===== config.mk =====
export PLATFORM = sky130hd
export DESIGN_NAME = alu_issue_ctrl_flat
export DESIGN_NICKNAME = d
export VERILOG_FILES = /design/src/rtl/alu_issue_ctrl_pkg.sv /design/src/rtl/alu_issue_ctrl_if.sv /design/src/rtl/alu_issue_ctrl_regfile.sv /design/src/rtl/alu_issue_ctrl.sv /design/src/flat_wrapper.sv
export SDC_FILE = /design/constraint.sdc
export NUM_CORES = 1
export LEC_CHECK = 0
export ABC_AREA = 1
export BUFFER_PORTS_ARGS = -buffer_cell sky130_fd_sc_hd__buf_2
export CAP_MARGIN = 20
export CELL_PAD_IN_SITES_DETAIL_PLACEMENT = 1
export CELL_PAD_IN_SITES_GLOBAL_PLACEMENT = 1
export CORE_MARGIN = 2
export CORE_UTILIZATION = 39
export CTS_BUF_LIST = sky130_fd_sc_hd__clkbuf_4
export DETAILED_ROUTE_END_ITERATION = 16
export PLACE_DENSITY = 0.88
export SLEW_MARGIN = 20
export SYNTH_ARGS = -nofsm -noshare
export SYNTH_HDL_FRONTEND = slang
export SYNTH_HIERARCHICAL = 1
export SYNTH_SLANG_ARGS = --single-unit

===== constraint.sdc =====
create_clock -name clk -period 1.16 [get_ports clk]
set_input_delay 0.232 -clock clk [delete_from_list [all_inputs] [get_ports clk]]
set_output_delay 0.232 -clock clk [all_outputs]
set_load 0.01 [all_outputs]

===== src/rtl/alu_issue_ctrl_pkg.sv =====
// Shared widths, ALU opcodes and issue-controller FSM states.
// No logic; types and defaults only.
// Imported by the controller, its register file and its interface.
package alu_issue_ctrl_pkg;

    localparam int ALU_DATA_W = 8;
    localparam int ALU_NREGS  = 8;
    localparam int ALU_RET_W  = 16;

    typedef enum logic [3:0] {
        ALU_ADD = 4'h0,
        ALU_SUB = 4'h1,
        ALU_AND = 4'h2,
        ALU_OR  = 4'h3,
        ALU_XOR = 4'h4
    } alu_op_e;

    typedef enum logic [1:0] {
        IDLE  = 2'd0,
        ISSUE = 2'd1,
        WB    = 2'd2
    } issue_state_e;

endpackage


===== src/rtl/alu_issue_ctrl_if.sv =====
// Instruction, ALU, result and debug signals of the issue controller.
// Latency: none (wires only).
// Backpressure: instr_valid/instr_ready and res_valid/res_ready handshakes.
interface alu_issue_ctrl_if
    import alu_issue_ctrl_pkg::*;
#(
    parameter int DATA_W = ALU_DATA_W,
    parameter int NREGS  = ALU_NREGS,
    parameter int RET_W  = ALU_RET_W
);
    localparam int AW = $clog2(NREGS);

    logic              instr_valid;
    logic              instr_ready;
    logic              instr_ld;
    logic [3:0]        instr_op;
    logic [AW-1:0]     instr_rd;
    logic [AW-1:0]     instr_rs1;
    logic [AW-1:0]     instr_rs2;
    logic [DATA_W-1:0] instr_imm;
    logic [DATA_W-1:0] alu_reg_1;
    logic [DATA_W-1:0] alu_reg_2;
    logic [3:0]        alu_op;
    logic [DATA_W-1:0] alu_out;
    logic              res_valid;
    logic              res_ready;
    logic [DATA_W-1:0] res_data;
    logic [AW-1:0]     res_rd;
    logic [AW-1:0]     dbg_addr;
    logic [DATA_W-1:0] dbg_data;
    logic [RET_W-1:0]  retired;

    // Environment side: instruction source, ALU and result consumer.
    modport master (
        output instr_valid, instr_ld, instr_op, instr_rd, instr_rs1, instr_rs2, instr_imm,
        output alu_out, res_ready, dbg_addr,
        input  instr_ready, alu_reg_1, alu_reg_2, alu_op,
        input  res_valid, res_data, res_rd, dbg_data, retired
    );

    // Controller side.
    modport slave (
        input  instr_valid, instr_ld, instr_op, instr_rd, instr_rs1, instr_rs2, instr_imm,
        input  alu_out, res_ready, dbg_addr,
        output instr_ready, alu_reg_1, alu_reg_2, alu_op,
        output res_valid, res_data, res_rd, dbg_data, retired
    );

endinterface


===== src/rtl/alu_issue_ctrl_regfile.sv =====
// NREGS x DATA_W register file: two operand read ports, one debug read port, one write port.
// Latency: reads combinational from the address; write lands on the rising edge.
// Backpressure: none; the caller qualifies wr_en.
module alu_issue_ctrl_regfile
    import alu_issue_ctrl_pkg::*;
#(
    parameter int DATA_W = ALU_DATA_W,
    parameter int NREGS  = ALU_NREGS,
    localparam int AW    = $clog2(NREGS)
) (
    input  logic              clk,
    input  logic              rst_n,
    input  logic [AW-1:0]     rd1_addr,
    output logic [DATA_W-1:0] rd1_data,
    input  logic [AW-1:0]     rd2_addr,
    output logic [DATA_W-1:0] rd2_data,
    input  logic [AW-1:0]     dbg_addr,
    output logic [DATA_W-1:0] dbg_data,
    input  logic              wr_en,
    input  logic [AW-1:0]     wr_addr,
    input  logic [DATA_W-1:0] wr_data
);

    logic [DATA_W-1:0] mem [NREGS];

    // Single write port; every entry clears on reset.
    always_ff @(posedge clk or negedge rst_n) begin
        if (!rst_n) begin
            for (int i = 0; i < NREGS; i++) begin
                mem[i] <= '0;
            end
        end else if (wr_en) begin
            mem[wr_addr] <= wr_data;
        end
    end

    assign rd1_data = mem[rd1_addr];
    assign rd2_data = mem[rd2_addr];
    assign dbg_data = mem[dbg_addr];

endmodule


===== src/rtl/alu_issue_ctrl.sv =====
// Issues one instruction at a time to an external combinational ALU and writes results back.
// Latency: accept in cycle 0, res_valid from cycle 2, commit on the result handshake.
// Backpressure: instr_ready low from accept until commit; result held while res_ready is low.
module alu_issue_ctrl
    import alu_issue_ctrl_pkg::*;
#(
    parameter int DATA_W = ALU_DATA_W,
    parameter int NREGS  = ALU_NREGS,
    parameter int RET_W  = ALU_RET_W,
    localparam int AW    = $clog2(NREGS)
) (
    input  logic          clk,
    input  logic          rst_n,
    alu_issue_ctrl_if.slave bus
);

    issue_state_e      state;
    logic              instr_ready_q;
    logic              ld_q;
    logic [3:0]        op_q;
    logic [AW-1:0]     rd_q;
    logic [DATA_W-1:0] imm_q;
    logic [DATA_W-1:0] reg1_q;
    logic [DATA_W-1:0] reg2_q;
    logic              res_valid_q;
    logic [DATA_W-1:0] res_data_q;
    logic [AW-1:0]     res_rd_q;
    logic [RET_W-1:0]  retired_q;

    logic [DATA_W-1:0] rf_rd1;
    logic [DATA_W-1:0] rf_rd2;
    logic              accept;
    logic              commit;

    assign accept = bus.instr_valid && instr_ready_q;
    assign commit = res_valid_q && bus.res_ready;

    alu_issue_ctrl_regfile #(
        .DATA_W (DATA_W),
        .NREGS  (NREGS)
    ) u_regfile (
        .clk      (clk),
        .rst_n    (rst_n),
        .rd1_addr (bus.instr_rs1),
        .rd1_data (rf_rd1),
        .rd2_addr (bus.instr_rs2),
        .rd2_data (rf_rd2),
        .dbg_addr (bus.dbg_addr),
        .dbg_data (bus.dbg_data),
        .wr_en    (commit),
        .wr_addr  (res_rd_q),
        .wr_data  (res_data_q)
    );

    // Issue FSM with registered handshake outputs. Operand registers double as the ALU
    // drive, and loads leave them untouched, so the ALU inputs only move on entry to ISSUE.
    always_ff @(posedge clk or negedge rst_n) begin
        if (!rst_n) begin
            state         <= IDLE;
            instr_ready_q <= 1'b0;
            ld_q          <= 1'b0;
            op_q          <= '0;
            rd_q          <= '0;
            imm_q         <= '0;
            reg1_q        <= '0;
            reg2_q        <= '0;
            res_valid_q   <= 1'b0;
            res_data_q    <= '0;
            res_rd_q      <= '0;
            retired_q     <= '0;
        end else begin
            case (state)
                IDLE: begin
                    instr_ready_q <= 1'b1;
                    if (accept) begin
                        ld_q          <= bus.instr_ld;
                        rd_q          <= bus.instr_rd;
                        imm_q         <= bus.instr_imm;
                        if (!bus.instr_ld) begin
                            op_q   <= bus.instr_op;
                            reg1_q <= rf_rd1;
                            reg2_q <= rf_rd2;
                        end
                        instr_ready_q <= 1'b0;
                        state         <= ISSUE;
                    end
                end
                ISSUE: begin
                    res_data_q  <= ld_q ? imm_q : bus.alu_out;
                    res_rd_q    <= rd_q;
                    res_valid_q <= 1'b1;
                    state       <= WB;
                end
                WB: begin
                    if (bus.res_ready) begin
                        res_valid_q   <= 1'b0;
                        retired_q     <= retired_q + 1'b1;
                        instr_ready_q <= 1'b1;
                        state         <= IDLE;
                    end
                end
                default: begin
                    state <= IDLE;
                end
            endcase
        end
    end

    assign bus.instr_ready = instr_ready_q;
    assign bus.alu_reg_1   = reg1_q;
    assign bus.alu_reg_2   = reg2_q;
    assign bus.alu_op      = op_q;
    assign bus.res_valid   = res_valid_q;
    assign bus.res_data    = res_data_q;
    assign bus.res_rd      = res_rd_q;
    assign bus.retired     = retired_q;

endmodule


===== src/flat_wrapper.sv =====
// flat-port wrapper written by rule: the top's interface ports become plain ports
module alu_issue_ctrl_flat import alu_issue_ctrl_pkg::*;
#(
    parameter int DATA_W = ALU_DATA_W,
    parameter int NREGS  = ALU_NREGS,
    parameter int RET_W  = ALU_RET_W,
    localparam int AW    = $clog2(NREGS)
)
  (clk, rst_n, bus_instr_valid, bus_instr_ld, bus_instr_op, bus_instr_rd, bus_instr_rs1, bus_instr_rs2, bus_instr_imm, bus_alu_out, bus_res_ready, bus_dbg_addr, bus_instr_ready, bus_alu_reg_1, bus_alu_reg_2, bus_alu_op, bus_res_valid, bus_res_data, bus_res_rd, bus_dbg_data, bus_retired);
  alu_issue_ctrl_if #(.DATA_W(DATA_W), .NREGS(NREGS), .RET_W(RET_W)) bus_i ();
  input  logic clk;
  input  logic rst_n;
  input wire logic [$bits(bus_i.instr_valid)-1:0] bus_instr_valid;
  input wire logic [$bits(bus_i.instr_ld)-1:0] bus_instr_ld;
  input wire logic [$bits(bus_i.instr_op)-1:0] bus_instr_op;
  input wire logic [$bits(bus_i.instr_rd)-1:0] bus_instr_rd;
  input wire logic [$bits(bus_i.instr_rs1)-1:0] bus_instr_rs1;
  input wire logic [$bits(bus_i.instr_rs2)-1:0] bus_instr_rs2;
  input wire logic [$bits(bus_i.instr_imm)-1:0] bus_instr_imm;
  input wire logic [$bits(bus_i.alu_out)-1:0] bus_alu_out;
  input wire logic [$bits(bus_i.res_ready)-1:0] bus_res_ready;
  input wire logic [$bits(bus_i.dbg_addr)-1:0] bus_dbg_addr;
  output wire logic [$bits(bus_i.instr_ready)-1:0] bus_instr_ready;
  output wire logic [$bits(bus_i.alu_reg_1)-1:0] bus_alu_reg_1;
  output wire logic [$bits(bus_i.alu_reg_2)-1:0] bus_alu_reg_2;
  output wire logic [$bits(bus_i.alu_op)-1:0] bus_alu_op;
  output wire logic [$bits(bus_i.res_valid)-1:0] bus_res_valid;
  output wire logic [$bits(bus_i.res_data)-1:0] bus_res_data;
  output wire logic [$bits(bus_i.res_rd)-1:0] bus_res_rd;
  output wire logic [$bits(bus_i.dbg_data)-1:0] bus_dbg_data;
  output wire logic [$bits(bus_i.retired)-1:0] bus_retired;
  assign bus_i.instr_valid = bus_instr_valid;
  assign bus_i.instr_ld = bus_instr_ld;
  assign bus_i.instr_op = bus_instr_op;
  assign bus_i.instr_rd = bus_instr_rd;
  assign bus_i.instr_rs1 = bus_instr_rs1;
  assign bus_i.instr_rs2 = bus_instr_rs2;
  assign bus_i.instr_imm = bus_instr_imm;
  assign bus_i.alu_out = bus_alu_out;
  assign bus_i.res_ready = bus_res_ready;
  assign bus_i.dbg_addr = bus_dbg_addr;
  assign bus_instr_ready = bus_i.instr_ready;
  assign bus_alu_reg_1 = bus_i.alu_reg_1;
  assign bus_alu_reg_2 = bus_i.alu_reg_2;
  assign bus_alu_op = bus_i.alu_op;
  assign bus_res_valid = bus_i.res_valid;
  assign bus_res_data = bus_i.res_data;
  assign bus_res_rd = bus_i.res_rd;
  assign bus_dbg_data = bus_i.dbg_data;
  assign bus_retired = bus_i.retired;
  alu_issue_ctrl #(.DATA_W(DATA_W), .NREGS(NREGS), .RET_W(RET_W)) u_core (.clk(clk), .rst_n(rst_n), .bus(bus_i));
endmodule

==> results.md, run 1 <==
- Status: stopped before the end
- Stop stage: 5_1_grt
- Error: [ERROR GRT-0232] Routing congestion too high. Check the congestion heatmap in the GUI.
- Core Rows: 49
- Worst EP Category: top-level output
- Post-Syn Area: 7120 sq um
- Dpl cell area: 8600 sq um
- Synth top area share: 44.6%
- Largest net degree at the start of global routing: 59
- Post-synth cell types: 26
- Final RePlAce weighted congestion: 0.925
- Max clock buf depth: 2
- Seq/Total Area, Yosys: 44.6%
- Hpwl dp: 20500 um
- Die Ht: 139 um
- Worst EP post-GRT repair: bus_dbg_data[0]
- Dominant cells by area after synthesis: dfrtp_1, nand2_1, nand3_1
- Synth Instances: 1047
- Starting Density: 39.6%
- H-tree depth: 4
- Clock Tree Root: clkbuf_4
- Die width: 139 um
- Clock buffer count from CTS: 17
- Number of buffers added on ports: 93
- Yosys top cell by area: dfrtp_1
- Gr usage total: 87.7%
- Grt ovf: 391
- IO Pins: 94
- Mean Syn Cell Area: 6.80 sq um
- TritonCTS Sinks: 127
- Initial antenna violation count: 11
- Synth Register Bits: 127
- Syn_nets: 1085
- Synth Warn #: 6
==> synthesized netlist by cell type, drive strengths merged <==
cell / number
nor2: 30
dfrtp: 127
a21oi: 2
nand3: 105
ha: 1
nand4: 3
nand2: 527
inv: 103
xnor2: 5
o21ai: 85
xor2: 5
buf: 39
nor3: 4
clkbuf: 10
clkinv: 1
==> cells by family after synthesis <==
kind of cell | after synthesis | synth area share, %
buffers and inverters | 153 | 9.31
flip-flops | 127 | 44.6
AND/OR/NAND/NOR | 669 | 38.5
XOR/XNOR | 10 | 1.23
adder cells (fa/ha/maj) | 1 | 0.176
AO/OA/AOI/OAI | 87 | 6.11
==> metrics by stage <==
| stage | hold WS (ns) | setup WS (ns) | TNS (ns) | util, % | instances |
|---|---|---|---|---|---|
| 2_1_floorplan | -0.0636 | -0.0691 | -1.53 | - | 1047 |
| 3_3_place_gp | 0.274 | -0.205 | -8.10 | 47.9 | 1421 |
| 3_5_place_dp | 0.277 | -0.265 | -17.76 | 47.9 | 1421 |
| 4_1_cts | 0.0353 | -0.651 | -32.43 | 60.9 | 1590 |
==> per-layer routing <==
metal / GRT overflow / track usage (%)
met1: 6 / 84.9
met2: 210 / 101
met3: 13 / 76.5
met4: 161 / 94.3
met5: 1 / 39.6
==> repair_timing <==
item,4_1_cts
gates cloned,11
endpoints found under the hold margin,151
setup endpoints to repair,184
hold buffers,25
resized for setup,300
pin swaps,97
buffers inserted,104
==> run 2: changes to the inputs <==
CELL_PAD_IN_SITES_DETAIL_PLACEMENT = unset   (was 1)
CELL_PAD_IN_SITES_GLOBAL_PLACEMENT = unset   (was 1)
CORE_UTILIZATION = 30   (was 39)
CTS_BUF_LIST = unset   (was sky130_fd_sc_hd__clkbuf_4)
PLACE_DENSITY = unset   (was 0.88)
PLACE_DENSITY_LB_ADDON = 0.15   (was unset)
clock period = 1.5 ns   (was 1.16 ns; I/O delays follow)
==> run 2 against run 1 <==
  * The flow now finishes, with violations (negative setup slack)
  * Synthesized cell count is the same
  * Synthesized area is the same
==> results.md, run 2 <==
- Yosys top cell by area: dfrtp_1
- Reg-to-reg endpoint: u_core/bus.alu_reg_1[1]
- Most common cell in the netlist: nand2_1
- Worst setup SP type: flip-flop
- Core Region: 23400 sq um
- Die area: 25000 sq um
- # setup viols final: 8
- Total iterations of the first detailed-routing run: 5
- Largest net degree at the start of global routing: 55
- WHS: 0.0610 ns
- Gr usage total: 19.7%
- Die width: 158 um (+14%)
- Diode count: 0
- Synth Register Bits: 127 (unchanged)
- Vias per Instance: 4.64
- Max clock buf depth: 2 (unchanged)
- Number of buffers added on ports: 93 (unchanged)
- Worst reg2reg setup slack: 0.06 ns
- Power per cell area: 1790 nW/um^2
- Grt ovf: 0
- Iter 0 DRT Violations: 592
- Pre-CTS setup slack: -0.0281 ns (+0.237 ns)
- Starting Density: 30.4% (-9.2 points)
- Clock Tree Root: clkbuf_16
- Max-Slew Margin vs Limit: 71.9%
- Max_cap viols: 0
- Arrival time worst endpoint: 1.38 ns
- Vias in the first global route: 6719
- Post-synth cell types: 26 (unchanged)
- Critical Path Max Stage Delay: 0.37 ns
- Share of cells above drive strength 1: 29.3%
- Initial antenna violation count: 1
- CP required: 1.20 ns
- Mean Syn Cell Area: 6.80 sq um (unchanged)
- CTS tree: built
- Maximum VDD drop: 1.02 mV
- Count of final max-slew check failures: 0
- Hold path depth: 3
- DRT antenna net count: 0
- Failing checks: negative setup slack
- Leakage power: 5.21 nW
- Post-Syn Area: 7120 sq um (unchanged)
- CP Capture Type: primary output
- Dominant synthesized flop cell: dfrtp_1
- Clock buffer count from CTS: 17 (unchanged)
- Final period util: 112%
- Endpoints failing hold: 0
- Crit path cell chain: inv_2, nand2_1, nand3_2, nand2_1, nand2_1, nand2_1, buf_2
- Type of the most critical hold path: in2reg
- Commonest non-fill, non-tap cell in the layout: nand2_1
- Hpwl dp: 16700 um (-18%)
- Synth Instances: 1047 (unchanged)
- Slowest stage cell, crit path: dfrtp_1
- Fin crit period: 1.68 ns
- Biggest register: u_core/u_regfile/mem
- Final nets: 1269
- Dominant cells by area after synthesis: dfrtp_1, nand2_1, nand3_1
- Vias: 7247
- TritonCTS Sinks: 127 (unchanged)
- Drt drc: 0
- RSZ-0062 raised after global routing: true
- Seq/Total Area, Yosys: 44.6% (unchanged)
- Final worst slack: -0.175 ns
- Post-layout util: 41.1%
- Overall Power: 17.2 mW
- Hold worst-path end: u_core/rd_q[0]
- Synth top area share: 44.6% (unchanged)
- Crit path kind: reg2out
- Core Rows: 56 (+14%)
- Post-synth EDFFs: 0 (unchanged)
- Synth Warn #: 6 (unchanged)
- Most used cell, CP: nand2_1
- Most common library cells after synthesis: nand2_1, dfrtp_1, nand3_1, inv_1, o21ai_0
- DRT Wirelength: 24200 um
- Max FO, Critical Path: 2
- Worst-Margin Slew: 0.421 ns
- H-tree depth: 4 (unchanged)
- Status: finished, violations left
- Area grow syn2layout: 35.0%
- Die Ht: 158 um (+14%)
- Hold wc startpoint: bus_instr_rd[0]
- Clock Latency Late Sink: 0.43 ns
- Critical R2R Launch: u_core/u_regfile/mem[17]
- Routed length per instance: 15.5 um
- Max Freq: 597 MHz
- IO Pins: 94 (unchanged)
- Reg2Reg Depth: 12
- Final RePlAce weighted congestion: 0.853 (-7.7%)
- Commonest cells after routing, fill and taps aside: nand2_1, dfrtp_1, buf_4
- Final clock skew: 0.0103 ns
- Syn_nets: 1085 (unchanged)
- CTS clk-pin slew, worst paths: 0.06 ns
- Global-route wire length before repair: 37100 um
- Largest register FFs: 64
- Post-synth ARST share: 100% (unchanged)
## run 2: worst max path at each step
stage                             startpoint              end  slack, ns  cells past startpoint
finish               u_core/u_regfile/mem[1]  bus_dbg_data[1]      -0.18                      7
global route        u_core/u_regfile/mem[25]  bus_dbg_data[1]      -0.24                      7
CTS                 u_core/u_regfile/mem[36]  bus_dbg_data[4]      -0.17                      7
detailed placement           bus_dbg_addr[0]  bus_dbg_data[7]      -0.03                      9
global placement             bus_dbg_addr[0]  bus_dbg_data[4]      -0.01                      9
floorplan                    bus_dbg_addr[1]  bus_dbg_data[1]       0.15                      7
## run 2: metrics by stage
step                      instances  cell area (sq um)  TNS (ns)
final                          1563               9610     -1.13
after global routing           1563               9610     -1.64
after CTS                      1532               9230     -1.15
after detailed placement       1455               8230   -0.0534
after global placement         1455               8230   -0.0336
after floorplan                1047               7120         0
## run 2: power by group
part	leakage, nW	total, mW	internal [mW]	switching (mW)
clock network	0.305	4.49	2.83	1.66
logic	3.31	7.07	2.97	4.10
registers	1.60	5.67	4.73	0.942
total	5.21	17.2	10.5	6.70
## run 2: cell type report
type / instances / area, sq um
Clock buffer: 19 / 443
Multi-Input combinational cell: 767 / 3410
Timing Repair Buffer: 214 / 1590
Fill cell: 2535 / 13800
Tap cell: 319 / 399
Inverter: 104 / 395
Clock inverter: 13 / 188
Sequential cell: 127 / 3180
## run 2: cells by family after synthesis
logic type | share of synthesized area [%]
XOR/XNOR | 1.23
AO/OA/AOI/OAI | 6.11
adder cells (fa/ha/maj) | 0.176
AND/OR/NAND/NOR | 38.5
buffers and inverters | 9.31
flip-flops | 44.6
## run 2: layer usage
| layer | part of all wire (%) | vias to the layer above | track usage (%) |
|---|---|---|---|
| li1 | - | 3599 | - |
| met4 | 3.0 | 2 | 7.64 |
| met5 | 0.066 | - | 0 |
| met2 | 44 | 248 | 30.0 |
| met1 | 47 | 3356 | 28.0 |
| met3 | 5.9 | 42 | 3.07 |
## run 2: critical path: cells and delay by family, from the launching register on
kind          cells  cell delay, ns
buf+inv           2            0.22
flops             1            0.37
simple gates      5            0.36
## run 2: repair_timing
| action | CTS | global route |
|---|---|---|
| resized for setup | 66 | 44 |
| buffers inserted | 44 | 32 |
| cloned | 0 | 0 |
| pin swaps | 21 | 31 |
| setup endpoints to repair | 8 | 28 |
| hold buffers | 1 | 0 |
| endpoints found under the hold margin | 73 | 0 |
No activity file was read; power rests on OpenSTA's default activity.
==> run 3: changes to the inputs <==
==> constraint.sdc (replaced) <==
create_clock -name clk -period 1.5 [get_ports clk]
set_input_delay 0.45 -clock clk [delete_from_list [all_inputs] [get_ports clk]]
set_output_delay 0.45 -clock clk [all_outputs]
set_load 0.01 [all_outputs]
==> run 3 against run 2 <==
  * The flow still finishes with violations (negative setup slack)
  * Clock skew is 0.0038 ns higher
  * Wire length is 5.1% lower
  * First-iteration DRC count is 24% lower
  * Register-to-register slack better by 0.07 ns
  * Non-clock buffer count is 35 higher
  * Utilization is 1.0 points higher
==> results.md, run 3 (synthesized netlist as in run 2, its figures left out) <==
- Max clock buf depth: 2 (unchanged)
- Max_cap viols: 0 (unchanged)
- Hold worst-path end: u_core/imm_q[3]
- Endpoints failing hold: 0 (unchanged)
- Grt ovf: 0 (unchanged)
- Routed length per instance: 14.4 um (-7.2%)
- CP Capture Type: primary output
- Largest register FFs: 64 (unchanged)
- Maximum VDD drop: 0.807 mV (-21%)
- # setup viols final: 8 (unchanged)
- Overall Power: 17.4 mW (+0.77%)
- Die Ht: 158 um (unchanged)
- Vias in the first global route: 6749 (+0.45%)
- Commonest cells after routing, fill and taps aside: nand2_1, buf_4, dfrtp_1
- Clock Tree Root: clkbuf_16
- Max FO, Critical Path: 3 (+1)
- Count of final max-slew check failures: 0 (unchanged)
- Gr usage total: 19.2% (-0.47 points)
- Core Rows: 56 (unchanged)
- Max Freq: 548 MHz (-8.3%)
- Diode count: 0 (unchanged)
- Fillers: 2515 (-0.79%)
- Starting Density: 30.4% (unchanged)
- Final RePlAce weighted congestion: 0.846 (-0.91%)
- Status: finished, violations left
- Initial antenna violation count: 0 (-1)
- Area grow syn2layout: 38.4%
- Final nets: 1304 (+2.8%)
- Clock buffer count from CTS: 17 (unchanged)
- Drt drc: 0 (unchanged)
- Fin crit period: 1.83 ns (+0.151 ns)
- TritonCTS Sinks: 127 (unchanged)
- DRT antenna net count: 0 (unchanged)
- Hold wc startpoint: bus_instr_imm[3]
- DRT Wirelength: 23000 um (-5.1%)
- Worst reg2reg setup slack: 0.13 ns (+0.07 ns)
- Failing checks: negative setup slack
- Crit path kind: reg2out
- Vias: 7172 (-1.0%)
- Commonest non-fill, non-tap cell in the layout: nand2_1
- CTS clk-pin slew, worst paths: 0.07 ns (about the same)
- Reg-to-reg endpoint: u_core/bus.alu_reg_1[1]
- Global-route wire length before repair: 36900 um (-0.59%)
- Core Region: 23400 sq um (unchanged)
- IO Pins: 94 (unchanged)
- Power per cell area: 1760 nW/um^2 (-1.7%)
- RSZ-0062 raised after global routing: true
- Number of buffers added on ports: 93 (unchanged)
- Reg2Reg Depth: 6 (-6)
- Worst setup SP type: flip-flop
- Arrival time worst endpoint: 1.38 ns (about the same)
- Max-Slew Margin vs Limit: 71.6% (-0.33 points)
- Type of the most critical hold path: in2reg
- Leakage power: 5.37 nW (+3.0%)
- Total iterations of the first detailed-routing run: 6 (+1)
- Hold path depth: 3 (unchanged)
- Final worst slack: -0.326 ns (-0.151 ns)
- Die area: 25000 sq um (unchanged)
- Share of cells above drive strength 1: 29.7% (+0.37 points)
- Final clock skew: 0.0141 ns (+0.00378 ns)
- Critical R2R Launch: u_core/state[0]
- Die width: 158 um (unchanged)
- CP required: 1.05 ns (-0.15 ns)
- Iter 0 DRT Violations: 451 (-24%)
- Vias per Instance: 4.49 (-3.2%)
- Biggest register: u_core/u_regfile/mem
- Final period util: 122% (+10 points)
- Hpwl dp: 16900 um (+1.3%)
- Worst-Margin Slew: 0.426 ns (+0.00495 ns)
- Pre-CTS setup slack: -0.259 ns (-0.231 ns)
- Clock Latency Late Sink: 0.43 ns (about the same)
- CTS tree: built
- H-tree depth: 4 (unchanged)
- Largest net degree at the start of global routing: 33 (-40%)
==> run 3: changes by cell type in the layout (fill, tap and decap cells not counted), sizes merged <==
cell	change
buf	+35
inv	+3
clkinv	-2
bufinv	-1
==> run 3: layout make-up <==
class                   instances  area [sq um]  area share, %
inverters                     104           398           4.04
repair buffers                249          1950           19.7
clock inverters                13           180           1.83
well taps                     319           399           4.05
multi-input cells             767          3310           33.6
clock buffers                  19           433           4.39
flip-flops and latches        127          3190           32.4
==> run 3: how the worst max path moves through the flow <==
stage                        startpoint         endpoint
4_1_cts        u_core/u_regfile/mem[30]  bus_dbg_data[6]
2_1_floorplan           bus_dbg_addr[1]  bus_dbg_data[0]
3_3_place_gp            bus_dbg_addr[0]  bus_dbg_data[4]
3_5_place_dp            bus_dbg_addr[0]  bus_dbg_data[6]
6_report       u_core/u_regfile/mem[62]  bus_dbg_data[6]
5_1_grt        u_core/u_regfile/mem[62]  bus_dbg_data[6]
==> run 3: report_power, final <==
part / switching [mW] / leakage (nW) / internal [mW]
clock: 1.70 / 0.292 / 2.66
sequential: 0.891 / 1.59 / 4.75
combinational: 4.06 / 3.49 / 3.31
==> run 3: critical path, cell delays in order, from the launching register on <==
cell and delay [ns]:
dfrtp_1 0.38, inv_2 0.09, nand2_1 0.06, nand3_1 0.08, nand2_1 0.06, nand2_1 0.07
nand2_2 0.09, buf_6 0.13
==> run 3: repair_timing <==
item / in CTS / in global routing
endpoints found under the hold margin: 21 / 0
cloned: 0 / 0
hold buffers: 1 / 0
setup buffers: 51 / 35
endpoints found under the setup margin: 14 / 26
pin swaps: 8 / 18
gates resized for setup: 68 / 14
==> run 3: metal layers <==
metal / share of wire [%] / up-vias / global-route usage (%)
met3: 5.1 / 22 / 3.48
met5: 0 / - / 0
met2: 44 / 216 / 29.9
li1: - / 3661 / -
met4: 1.2 / 0 / 5.15
met1: 49 / 3273 / 27.5
==> run 3: metrics by stage <==
stage          utilization (%)  TNS (ns)  cell area (sq um)  hold slack, ns  instances
3_3_place_gp              36.4     -1.95               8510           0.366       1479
4_1_cts                   40.9     -2.39               9580           0.197       1563
3_5_place_dp              36.4     -1.96               8510           0.362       1479
2_1_floorplan                -         0               7210           0.154       1047
6_report                  42.1     -2.27               9860           0.213       1598
5_1_grt                   42.1     -3.04               9860           0.201       1598
